==> src/rtl/memory_access_stage.sv <==
// MEM stage and MEM/WB pipeline register: loads/stores over a req/ack data-memory handshake.
// Optional macro MEM_TIMEOUT_EN adds a WAIT watchdog that aborts the access and sets a sticky err_out.
module memory_access_stage #(
  parameter int DATA_W  = 16,
  parameter int TIMEOUT = 15
) (
  input  logic              clk,
  input  logic              rst,
  input  logic              valid_in,
  input  logic              wbs_in,
  input  logic              wme_in,
  input  logic              mm_in,
  input  logic [DATA_W-1:0] ALUresult_in,
  input  logic [DATA_W-1:0] memData_in,
  output logic              stall,
  output logic              mem_req,
  output logic              mem_we,
  output logic [DATA_W-1:0] mem_addr,
  output logic [DATA_W-1:0] mem_wdata,
  input  logic [DATA_W-1:0] mem_rdata,
  input  logic              mem_ack,
  output logic              valid_out,
  output logic              wbs_out,
  output logic              mm_out,
  output logic [DATA_W-1:0] ALUresult_out,
  output logic [DATA_W-1:0] readData_out,
  output logic              err_out
);

  typedef enum logic {S_IDLE, S_WAIT} state_t;

  state_t state, state_next;
  logic   mem_op;
  logic   held_wbs;
  logic   timeout_hit;

  assign mem_op = valid_in & (wme_in | mm_in);

`ifdef MEM_TIMEOUT_EN
  localparam int CNT_W = $clog2(TIMEOUT + 1);

  logic [CNT_W-1:0] wait_cnt;
  logic             err_q;

  // Counter sits at zero in IDLE, so it restarts on every entry to WAIT.
  always_ff @(posedge clk) begin
    if (rst || state == S_IDLE) wait_cnt <= '0;
    else                        wait_cnt <= wait_cnt + CNT_W'(1);
  end

  assign timeout_hit = (state == S_WAIT) && (wait_cnt == CNT_W'(TIMEOUT - 1));

  always_ff @(posedge clk) begin
    if (rst)                          err_q <= 1'b0;
    else if (timeout_hit && !mem_ack) err_q <= 1'b1;
  end

  assign err_out = err_q;
`else
  // Watchdog absent: WAIT lasts until mem_ack; TIMEOUT only shapes the optional build.
  assign timeout_hit = (TIMEOUT < 0);
  assign err_out     = 1'b0;
`endif

  always_ff @(posedge clk) begin
    if (rst) state <= S_IDLE;
    else     state <= state_next;
  end

  // NOTE: every always_comb output gets a default first so no path can infer a latch.
  always_comb begin
    state_next = state;
    stall      = 1'b0;
    case (state)
      S_IDLE: begin
        if (mem_op) begin
          stall      = 1'b1;
          state_next = S_WAIT;
        end
      end
      S_WAIT: begin
        stall = ~mem_ack & ~timeout_hit;
        if (mem_ack || timeout_hit) state_next = S_IDLE;
      end
    endcase
  end

  // NOTE: registered state uses non-blocking assignments so all flops update from pre-edge values.
  always_ff @(posedge clk) begin
    if (rst) begin
      mem_req       <= 1'b0;
      mem_we        <= 1'b0;
      mem_addr      <= '0;
      mem_wdata     <= '0;
      held_wbs      <= 1'b0;
      valid_out     <= 1'b0;
      wbs_out       <= 1'b0;
      mm_out        <= 1'b0;
      ALUresult_out <= '0;
      readData_out  <= '0;
    end else begin
      case (state)
        S_IDLE: begin
          if (mem_op) begin
            mem_req   <= 1'b1;
            mem_we    <= wme_in;
            mem_addr  <= ALUresult_in;
            mem_wdata <= memData_in;
            held_wbs  <= wbs_in;
            valid_out <= 1'b0;
          end else begin
            valid_out     <= valid_in;
            wbs_out       <= wbs_in;
            mm_out        <= mm_in & ~wme_in;
            ALUresult_out <= ALUresult_in;
            readData_out  <= '0;
          end
        end
        S_WAIT: begin
          if (mem_ack || timeout_hit) begin
            // mem_addr doubles as the latched ALU result; a store (mem_we) never forwards mm.
            mem_req       <= 1'b0;
            valid_out     <= 1'b1;
            wbs_out       <= held_wbs & mem_ack;
            mm_out        <= ~mem_we;
            ALUresult_out <= mem_addr;
            readData_out  <= (mem_ack && !mem_we) ? mem_rdata : '0;
          end else begin
            valid_out <= 1'b0;
          end
        end
      endcase
    end
  end

endmodule

==> config.mk <==
export PLATFORM = sky130hd
export DESIGN_NAME = memory_access_stage
export DESIGN_NICKNAME = d
export VERILOG_FILES = /design/src/rtl/memory_access_stage.sv
export SDC_FILE = /design/constraint.sdc
export NUM_CORES = 1
export LEC_CHECK = 0
export CAP_MARGIN = 15
export CORE_MARGIN = 3
export CORE_UTILIZATION = 45
export CTS_BUF_LIST = sky130_fd_sc_hd__clkbuf_4 sky130_fd_sc_hd__clkbuf_8 sky130_fd_sc_hd__clkbuf_16
export DETAILED_ROUTE_END_ITERATION = 10
export PLACE_DENSITY = 0.82
export SYNTH_ARGS = -nofsm -noshare
export SYNTH_HDL_FRONTEND = slang
export SYNTH_SLANG_ARGS = --single-unit
==> constraint.sdc <==
create_clock -name clk -period 3.1 [get_ports clk]
set_input_delay 0.465 -clock clk [delete_from_list [all_inputs] [get_ports clk]]
set_output_delay 0.465 -clock clk [all_outputs]
set_load 0.005 [all_outputs]
==> results.cfg <==
[sta]
fin_worst_skew_ps = 7.243
setup_viol = 0
relSlewSlack_pct = 35.53
worst_pin_slew_ps = 961.9
hold-worst-slack_ps = 475.3
min_period_ps = 2569
fmaxAchievable_ghz = 0.3893
slew_viol_final = 0
rsz0062_at_grt = no
hold_violations = 0
fin_crit_sh_pct = 82.86
finalSetupTns_ps = 0

[global_route]
grt_util_all_layers_pct = 22.91
grt_pass1_wl_um = 13570
grt_pass1_vias = 2678
antenna_found_initial = 0
grt_max_degree = 53
grt_overflow = 0

[place]
port_buffers = 124
dp_hpwl_um = 5728
gp_congestion = 0.7759
postPlaceCellArea_um2 = 4126

[yosys]
synth.area.mux_share_pct = 5.597
synth-seq-cells = 71
ys_seq_area_share_pct = 49.67
synth_compound_area_share_pct = 30.13
syn_area_um2 = 2861
syn-instance-count = 298
synthArstFlopShare_pct = 0
synth_adder_area_share_pct = 0
synth_top_family_by_area = compound AO/OA/AOI/OAI gates
post_synth_num_cell_types = 29
synth_warnings = 0
synthFlopType = dfxtp_1
avgSynthCellArea_um2 = 9.602
yosys.area_share.simple_pct = 8.352
syn-num-nets = 353
synth_edf_count = 0
synth-xor-area-share_pct = 0

[setup_path]
endpoint_kind = output port
worst-path-max-fanout = 17
cp.required_ps = 2630
cp_common_cell = clkdlybuf4s50_1
arrival_ps = 2100
slowest_delay_ps = 560
r2r_slack_ps = 1420
worst-setup-path-type = input port to output port
cpMaxStageDelayCell = clkdlybuf4s50_1
critPathLaunchType = input port
path_cells = clkdlybuf4s50_1 > or2_1 > a21boi_4 > inv_2 > clkdlybuf4s50_1

[drt]
drt-initial-drc-count = 150
wl_um = 8592
wire_per_inst_um = 17.57
vias = 2843
drt-pass1-iter-count = 4
antenna_left = 0
drcViolationCount = 0
viasPerCell = 5.814

[clocking]
cts_resized = 0
cts_tree = yes
root_buffer = clkbuf_8
clock_path_buffers = 2
numCtsBuffers = 9
hold_buffers = 0
cts_setup_buffers = 0
cts.clk_slew.worst_paths_ps = 70
cts_sinks = 71
clock_latency_ps = 330
cts_max_level = 3

[floorplan]
die_x_um = 85.74
dieArea_um2 = 7351
core_area_um2 = 6026
ios = 126
start_util_pct = 47.49
num_rows = 28
die_h_um = 85.74

[cells_and_area]
drive_gt1_share_pct = 7.729
layout.nets = 464
syn_to_final_growth_pct = 51.12
design_area_um2 = 4324
diodes = 0
final_common_cell = clkdlybuf4s50_1
mostFrequentLayoutCells = clkdlybuf4s50_1, dfxtp_1, a21oi_1

[power_and_ir_drop]
p_leak_nw = 1.654
power-per-cell-area_nw_per_um2 = 493.4
vdd_drop_max_mv = 0.2692

[run]
maxCapViolCount = 0

[status]
outcome = completed

[min_path]
hp-class = flop to flop
layer usage:
layer,global-route usage [%],part of all wire [%],vias up
met2,38.21,49,123
met4,7.482,1.7,0
met3,4.611,7.0,14
li1,-,-,1343
met1,29.77,42,1363
met5,0,0,-
final timing paths:
path	startpoint	end	depth (start not counted)
max	wme_in	stall	5
min	held_wbs	held_wbs	2
max reg2reg	state	readData_out[0]	3
min reg2reg	held_wbs	held_wbs	2
sequential cells by signal, indices dropped and copies added, names as in the netlist:
name	count
valid_out	1
mem_addr	16
mem_wdata	16
mm_out	1
state	1
mem_req	1
mem_we	1
readData_out	16
wbs_out	1
ALUresult_out	16
held_wbs	1
cells by family (layout without fill, tap and decap cells):
logic type	Yosys count	after routing
buf+inv	38	154
simple gates	46	46
flops	71	71
mux	16	16
other cells	1	1
compound gates	126	126
area by class of cell:
| type | instances | area, um2 |
|---|---|---|
| Fill cell | 489 | 1702 |
| Sequential cell | 71 | 1421 |
| Timing Repair Buffer | 134 | 1316 |
| Multi-Input combinational cell | 189 | 1280 |
| Clock buffer | 12 | 152.6 |
| Tap cell | 75 | 93.84 |
| Clock inverter | 4 | 45.04 |
| Inverter | 4 | 15.01 |
synth_stat cells (2+ instances only):
cell type  number  area, um2
nand2b_1        2      12.51
nand2_1         3      11.26
a31oi_1         2      12.51
nor2_1          3      11.26
o21ai_0        35      175.2
nor2b_1         2      12.51
nand3_1        33      165.2
buf_2           8      40.04
buf_4           2      15.01
mux2i_1        16      160.2
inv_1           2      7.510
buf_6           2      22.52
a32o_1         16      160.2
dfxtp_1        71       1421
o211ai_1       17      127.6
a21oi_1        36      180.2
o211a_1        16      160.2
clkbuf_1       21      78.83
where the power goes:
part           internal [mW]  leakage (nW)  switching [mW]
clock                  0.408         0.107           0.321
sequential             0.970         0.582          0.0342
combinational          0.227         0.965           0.173
metrics by stage:
stage	power, mW	instances	setup slack [ps]	utilization [%]
6_report	2.134	489	531.3	71.76
5_1_grt	2.236	489	461.4	71.76
4_1_cts	2.146	489	535.5	71.76
3_5_place_dp	1.425	473	540.6	68.48
3_3_place_gp	1.415	473	566.4	68.48
2_1_floorplan	1.194	298	1342	-
critical path: cells and delay by family:
| kind | cells | cell delay, ps |
|---|---|---|
| buffers and inverters | 3 | 1350 |
| and+or+nand+nor | 1 | 210 |
| AOI/OAI and AO/OA | 1 | 70 |
Power figures use the tool's default switching activity.
